## src/rtl/counter_ctrl_if.sv

```systemverilog
// Control/status bundle for counter_ctrl: start/stop/mode/limit in, count and
// state flags out.
interface counter_ctrl_if #(
  parameter int unsigned WIDTH = 4
);
  logic             start;
  logic             stop;
  logic             periodic;
  logic [WIDTH-1:0] limit;
  logic [WIDTH-1:0] count;
  logic             busy;
  logic             done;
  logic             tick;

  modport master (
    output start, stop, periodic, limit,
    input  count, busy, done, tick
  );

  modport slave (
    input  start, stop, periodic, limit,
    output count, busy, done, tick
  );
endinterface

```

## src/rtl/counter_ctrl.sv

```systemverilog
// Start/stop counter with one-shot or auto-reload mode; counts 0..limit and
// pulses tick on each terminal count.
module counter_ctrl #(
  parameter int unsigned WIDTH = 4
) (
  input logic           clk,
  input logic           reset,
  counter_ctrl_if.slave bus
);

  typedef enum logic [1:0] {StIdle, StRun, StDone} state_e;

  state_e           state_q, state_d;
  logic [WIDTH-1:0] count_q, count_d;
  logic [WIDTH-1:0] limit_q, limit_d;
  logic             periodic_q, periodic_d;
  logic             tick_q, tick_d;

  always_ff @(posedge clk or posedge reset) begin
    if (reset) begin
      state_q    <= StIdle;
      count_q    <= '0;
      limit_q    <= '0;
      periodic_q <= 1'b0;
      tick_q     <= 1'b0;
    end else begin
      state_q    <= state_d;
      count_q    <= count_d;
      limit_q    <= limit_d;
      periodic_q <= periodic_d;
      tick_q     <= tick_d;
    end
  end

  always_comb begin
    state_d    = state_q;
    count_d    = count_q;
    limit_d    = limit_q;
    periodic_d = periodic_q;
    tick_d     = 1'b0;

    // stop beats start and a coincident terminal count
    if (bus.stop) begin
      state_d = StIdle;
      count_d = '0;
    end else begin
      unique case (state_q)
        StIdle: begin
          count_d = '0;
          if (bus.start) begin
            limit_d    = bus.limit;
            periodic_d = bus.periodic;
            state_d    = StRun;
          end
        end
        StRun: begin
          if (count_q == limit_q) begin
            tick_d = 1'b1;
            if (periodic_q) begin
              count_d = '0;
            end else begin
              state_d = StDone;
            end
          end else begin
            count_d = count_q + WIDTH'(1);
          end
        end
        StDone: begin
          if (bus.start) begin
            limit_d    = bus.limit;
            periodic_d = bus.periodic;
            count_d    = '0;
            state_d    = StRun;
          end
        end
        default: begin
          state_d = StIdle;
          count_d = '0;
        end
      endcase
    end
  end

  assign bus.count = count_q;
  assign bus.busy  = (state_q == StRun);
  assign bus.done  = (state_q == StDone);
  assign bus.tick  = tick_q;

endmodule

```

## src/flat_wrapper.sv

```systemverilog
// flat-port wrapper written by rule: the top's interface ports become plain ports
module counter_ctrl_flat 
#(
  parameter int unsigned WIDTH = 4
)
  (clk, reset, bus_start, bus_stop, bus_periodic, bus_limit, bus_count, bus_busy, bus_done, bus_tick);
  counter_ctrl_if #(.WIDTH(WIDTH)) bus_i ();
  input logic clk;
  input logic reset;
  input wire logic [$bits(bus_i.start)-1:0] bus_start;
  input wire logic [$bits(bus_i.stop)-1:0] bus_stop;
  input wire logic [$bits(bus_i.periodic)-1:0] bus_periodic;
  input wire logic [$bits(bus_i.limit)-1:0] bus_limit;
  output wire logic [$bits(bus_i.count)-1:0] bus_count;
  output wire logic [$bits(bus_i.busy)-1:0] bus_busy;
  output wire logic [$bits(bus_i.done)-1:0] bus_done;
  output wire logic [$bits(bus_i.tick)-1:0] bus_tick;
  assign bus_i.start = bus_start;
  assign bus_i.stop = bus_stop;
  assign bus_i.periodic = bus_periodic;
  assign bus_i.limit = bus_limit;
  assign bus_count = bus_i.count;
  assign bus_busy = bus_i.busy;
  assign bus_done = bus_i.done;
  assign bus_tick = bus_i.tick;
  counter_ctrl #(.WIDTH(WIDTH)) u_core (.clk(clk), .reset(reset), .bus(bus_i));
endmodule
```

## config.mk

```make
export PLATFORM = sky130hd
export DESIGN_NAME = counter_ctrl_flat
export DESIGN_NICKNAME = d
export VERILOG_FILES = /design/src/rtl/counter_ctrl_if.sv /design/src/rtl/counter_ctrl.sv /design/src/flat_wrapper.sv
export SDC_FILE = /design/constraint.sdc
export NUM_CORES = 1
export LEC_CHECK = 0
export CAP_MARGIN = 20
export CORE_MARGIN = 5
export CORE_UTILIZATION = 41
export DETAILED_ROUTE_END_ITERATION = 12
export GPL_TIMING_DRIVEN = 0
export PLACE_DENSITY = 0.69
export SLEW_MARGIN = 20
export SYNTH_ARGS = -nofsm -noshare
export SYNTH_HDL_FRONTEND = slang
export SYNTH_SLANG_ARGS = --single-unit
```

## constraint.sdc

```tcl
create_clock -name clk -period 1.8 [get_ports clk]
set_input_delay 0.54 -clock clk [delete_from_list [all_inputs] [get_ports clk]]
set_output_delay 0.54 -clock clk [all_outputs]
set_load 0.03 [all_outputs]
```

* Word-level counts from Yosys, hierarchy flattened
Cells that the tools add are included.
Storage, ports and cells: register bits after elaboration 12, input port bits 9, output and inout bits 7, word-level logic and storage cells 33
Cells by class: bitwise gates (word level) 1, add/sub/neg operators 1, mux-type cells 13, equality and inequality tests 8, reductions and logical operators 5
Operators by type and width (number):
- 2-to-1 mux 4 bit | 4
- 2-to-1 mux 2 bit | 4
- case mux 4 bit (2 select lines) | 1
- != test 3 bit (second input constant) | 2
- AND reduction 3 bit | 2
- adder 4 x 1 -> 4 bit (second input constant) | 1
- == test 4 bit | 1
- != test 4 x 3 -> 1 bit (second input constant) | 1
- case mux 2 bit (2 select lines) | 1
- 2-to-1 mux 1 bit | 3
- != test 3 x 1 -> 1 bit (second input constant) | 1
- != test 3 x 2 -> 1 bit (second input constant) | 1
- == test 2 x 1 -> 1 bit (second input constant) | 1
- == test 2 bit (second input constant) | 1
- zero test 2 bit | 1
- AND reduction 2 bit | 1
- OR reduction 2 bit | 1
- NOT 1 bit | 1

* Logic depth before layout (Yosys ltp)
depth after elaboration 4, mapped depth 4

* Worst setup path before layout
No wires, ideal clock.
path type flip-flop to flip-flop, start point reg u_core.count_q[0] (netlist: u_core.bus.count[0]), end point reg u_core.count_q[0] (netlist: u_core.bus.count[0]), arrival 1416 ps, path slack 264 ps, data required time 1680 ps, stages on the path, launching flop included 5, cell sequence dfrtp_1 xnor2_1 nand4_2 a22o_2 a31o_2
Between the ends: word-level cells in the longest chain between the ends 4, elaborated cells between the ends (all ways) 7
Ends and longest elaborated chain:
- from (decl) | RTL line counter_ctrl.sv:14 | logic [WIDTH-1:0] count_q, count_d;
- from (signal assigned) | RTL line counter_ctrl.sv:28 | count_q <= count_d;
- adder 4 x 1 -> 4 bit or == test 4 bit (tied branches) | RTL line counter_ctrl.sv:65, counter_ctrl.sv:57
- 2-to-1 mux 4 bit | RTL line counter_ctrl.sv:57 | if (count_q == limit_q) begin
- case mux 4 bit (2 select lines) | RTL line counter_ctrl.sv:47 | unique case (state_q)
- 2-to-1 mux 4 bit | RTL line counter_ctrl.sv:43 | if (bus.stop) begin
Parallel ways exist; a longest one is shown, timed or not. A chain may end at the register's enable or synchronous reset.

* Final worst setup path
start point reg u_core.count_q[0] (netlist: u_core.bus.count[0]), end point out bus_count[0]
RTL lines:
- to (decl) | RTL line flat_wrapper.sv:14 | output wire logic [$bits(bus_i.count)-1:0] bus_count;
No word-level cell between the ends.

==> run summary <==
The finished layout holds 84 standard cells, fillers aside. The cell sitting at the root of the clock tree is a sky130_fd_sc_hd__clkbuf_4. For the worst setup path, the data arrival time is 1160 ps. STA classifies the critical path endpoint as a primary output. Derived from the worst setup path, the maximum achievable clock frequency is 588 MHz. The later pin in the worst-skew pair is clocked with a latency of 270 ps. Of the synthesized area, sequential elements account for 48.7%.

The number of top-level pins is 16. In this run the worst path has a maximum fanout of 7. The startpoint identified for the worst register-to-register timing path is u_core.bus.count[3]. The via-per-instance ratio is 5.60, and the total count of hold-check failures in the final report is 0. The repair_antennas step left the layout with diodes totalling 0.

The logs give 4 for the starting DRC count in detailed routing and 0 for the number of failing setup endpoints in the final timing report. The area enclosed by the die boundary was 2380 um^2. The count of unresolved DRC violations after routing is 0.

The signed area change from the synthesized netlist to the final layout was 29.6%; the count of cells along the worst hold path was 1. The run gives 617 um^2 as the area of the mapped netlist. On the worst path, the slowest cell contributes a delay of 460 ps.

The worst hold path begins at u_core.limit_q[1]. The tools report the post-placement cell count as 81. The clock period could shrink to 1700 ps. Entering global routing, the biggest net connects 13 pins. The final weighted congestion of routability-driven global placement was 0.720; the fraction of final layout cells sized beyond drive strength 1 was 27.9%. The global routing usage summed across all routing layers was 10.9%; the standard-cell row count was 14. The run gives 4 as the count of TritonRoute iterations in the first routing pass. The tools report the effective utilization at floorplan as 41.9%.

The vias after detailed routing is 470. The total of fill cells in the finished design is 134, and the number of buffers inserted to repair setup after CTS is 0. The worst ir drop on vdd was 0.000379 V; the sum of negative setup slack was 0 ps. The number of nets handed over by synthesis was 60.

Number of nets in the layout: 80. The slowest cell on the critical path was sky130_fd_sc_hd__dfrtp_1. In this run the tightest slew margin relative to its limit is 67.4%. The worst path buffer plus inverter count came out at 1.

TritonCTS built the clock tree. The average instance in the mapped netlist occupies 12.3 um^2. Number of antenna violations at the first check in global routing: 0.

The critical path in this run is classified as flop to primary output. The H-tree depth is 1, and the slew at the pin closest to its max-slew limit is 488 ps. The number of instances in the synthesized netlist is 50. In this run the register-to-register setup slack is 300 ps. For the worst flop-to-flop path, the logic depth is 4. The path class of the lowest-slack min-delay path is flop to flop. No sink is reached through more buffers than the 2 on the longest clock path.

In this run the critical register-to-register path is captured at u_core.bus.count[0]. The warning count from the yosys run is 0. The clock skew is 3.89 ps, and the number of global-route vias before repair is 458.

The average wire per standard cell is 13.7 um, and the count of state elements after synthesis is 12. Summed over all layers, the routed wires come to 1150 um. Hold repair after CTS inserted 0 buffers. The tools report the startpoint kind of the worst setup timing path as a flop. Count of clock tree sinks: 12.

The signal on the critical path passes through dlygate4sd2_1. The power per cell area works out to 819 nW/um^2. Number of input and output port buffers inserted: 15. Summed over all layers, the global routing overflow is 0.

The y dimension of the die was 48.8 um; the area of the core was 1470 um^2. The leakage component of the power came out at 0.379 nW. The logs give 23 for the number of distinct library cell variants in the gate-level netlist after synthesis and 3 for the TritonCTS buffer count. From left edge to right edge, the die measures 48.8 um. The number of slew-limit violations in the final report was 0. Setup repair after global routing left no endpoint under its margin. The count of nets left with antenna violations once routing finished came out at 0.

The fraction of the cycle the final worst path needs is 94.5%, and the max capacitance violation total is 0. The cell family contributing the most delay on the critical path was flip-flops. After clock tree synthesis, the clock-pin slew on the worst setup and hold paths is 70 ps. For the worst setup path, the data required time is 1260 ps. The tools report the first-pass GRT wire length as 2060 um. Worst hold endpoint: u_core.limit_q[1].

The run finished with clean final reports.
==> area by class of cell <==
| cell class | count | area, um^2 | share of cell area, % |
|---|---|---|---|
| Clock buffer | 3 | 22.5 | 2.82 |
| Inverter | 1 | 3.75 | 0.469 |
| Multi-Input combinational cell | 37 | 319 | 39.9 |
| Sequential cell | 12 | 300 | 37.6 |
| Tap cell | 16 | 20.0 | 2.50 |
| Timing Repair Buffer | 15 | 134 | 16.7 |
==> layer usage <==
layer | track usage [%] | wire length (um) | vias up | share of wire [%]
met2 | 18.5 | 580 | 9 | 51
li1 | - | - | 223 | -
met4 | 2.69 | 10 | 0 | 0.87
met3 | 3.67 | 47 | 2 | 4.1
met5 | 0 | 0 | - | 0
met1 | 13.1 | 508 | 236 | 44
==> what timing repair did <==
item                       4_1_cts  5_1_grt
gates resized for setup          8        4
setup endpoints to repair        7        3
gates cloned                     0        0
==> Yosys cell counts, drive strengths merged <==
| cell | n | area share, % |
|---|---|---|
| dfrtp | 12 | 49 |
| o21bai | 1 | 1.2 |
| nand2 | 2 | 1.2 |
| xnor2 | 4 | 5.7 |
| nand4 | 1 | 2.0 |
| inv | 1 | 0.61 |
| a22o | 1 | 1.6 |
| a32oi | 2 | 2.8 |
| nor4b | 1 | 2.4 |
| ha | 1 | 2.0 |
| and2b | 1 | 1.2 |
| a31o | 2 | 2.8 |
| nor2b | 2 | 2.0 |
| and3 | 1 | 1.2 |
| o21ai | 2 | 2.2 |
| nor2 | 5 | 3.0 |
| nor3b | 1 | 2.0 |
| mux2 | 7 | 13 |
| or3b | 1 | 1.4 |
| a21o | 1 | 1.2 |
| a32o | 1 | 1.6 |
==> through the flow <==
step | hold WS [ps] | power [W] | cell area, um^2 | worst slack (ps) | utilization, %
CTS | 537 | 0.000664 | 802 | 17.6 | 54.5
global route | 548 | 0.000700 | 800 | 37.7 | 54.3
finish | 532 | 0.000655 | 800 | 99.8 | 54.3
global placement | 514 | 0.000501 | 787 | -232 | 53.5
floorplan | 405 | 0.000449 | 617 | 264 | -
detailed placement | 520 | 0.000504 | 787 | -256 | 53.5
==> state kept, by name, summed over array words and instances (netlist names) <==
| signal | count |
|---|---|
| u_core.limit_q | 4 |
| u_core.bus.tick | 1 |
| u_core.bus.count | 4 |
| u_core.state_q | 2 |
| u_core.periodic_q | 1 |
==> worst reg2reg max path, cell delays in order, from the launching register on <==
cell and delay (ps):
sky130_fd_sc_hd__dfrtp_1 430, sky130_fd_sc_hd__xnor2_1 240, sky130_fd_sc_hd__nand4_2 230, sky130_fd_sc_hd__a22o_2 290, sky130_fd_sc_hd__a31o_2 200
==> report_power, final <==
group          internal, W  leakage (nW)  switching, W  total, W
Sequential        0.000304         0.155     0.0000312  0.000335
Combinational    0.0000842         0.211     0.0000731  0.000157
Clock            0.0000774        0.0138     0.0000844  0.000162
==> cell usage in the layout (no fill, tap or decap), drive strengths merged <==
| cell | count |
|---|---|
| dfrtp | 12 |
| clkdlybuf4s50 | 8 |
| mux2 | 7 |
| nor2 | 5 |
| dlygate4sd2 | 5 |
| clkbuf | 5 |
| xnor2 | 4 |
| nor2b | 2 |
| nand2 | 2 |
| a32oi | 2 |
| a31o | 2 |
| o21ai | 2 |
| and2b | 1 |
| nand4 | 1 |
| nor4b | 1 |
| a32o | 1 |
| or3b | 1 |
| nor3b | 1 |
| o21bai | 1 |
| a21o | 1 |
| and3 | 1 |
| inv | 1 |
| a22o | 1 |
| ha | 1 |
==> worst max-delay path by stage <==
stage | from | to | slack (ps) | cells past startpoint
final | u_core.bus.count[0] | bus_count[0] | 100 | 1
after global routing | u_core.bus.count[0] | bus_count[0] | 40 | 1
after CTS | u_core.state_q[1] | bus_busy | 20 | 2
after detailed placement | bus_start | u_core.limit_q[1] | -260 | 3
after global placement | bus_stop | u_core.limit_q[1] | -230 | 3
after floorplan | u_core.bus.count[0] | u_core.bus.count[0] | 260 | 4
==> kinds of logic after synthesis <==
family	Yosys count	share of synthesized area [%]
AND/OR/NAND/NOR	15	16.6
flip-flops	12	48.7
XOR/XNOR	4	5.68
multiplexers	7	12.8
AO/OA/AOI/OAI	10	13.6
adder cells (fa/ha/maj)	1	2.03
buffers and inverters	1	0.608
Power figures use the tool's default switching activity.
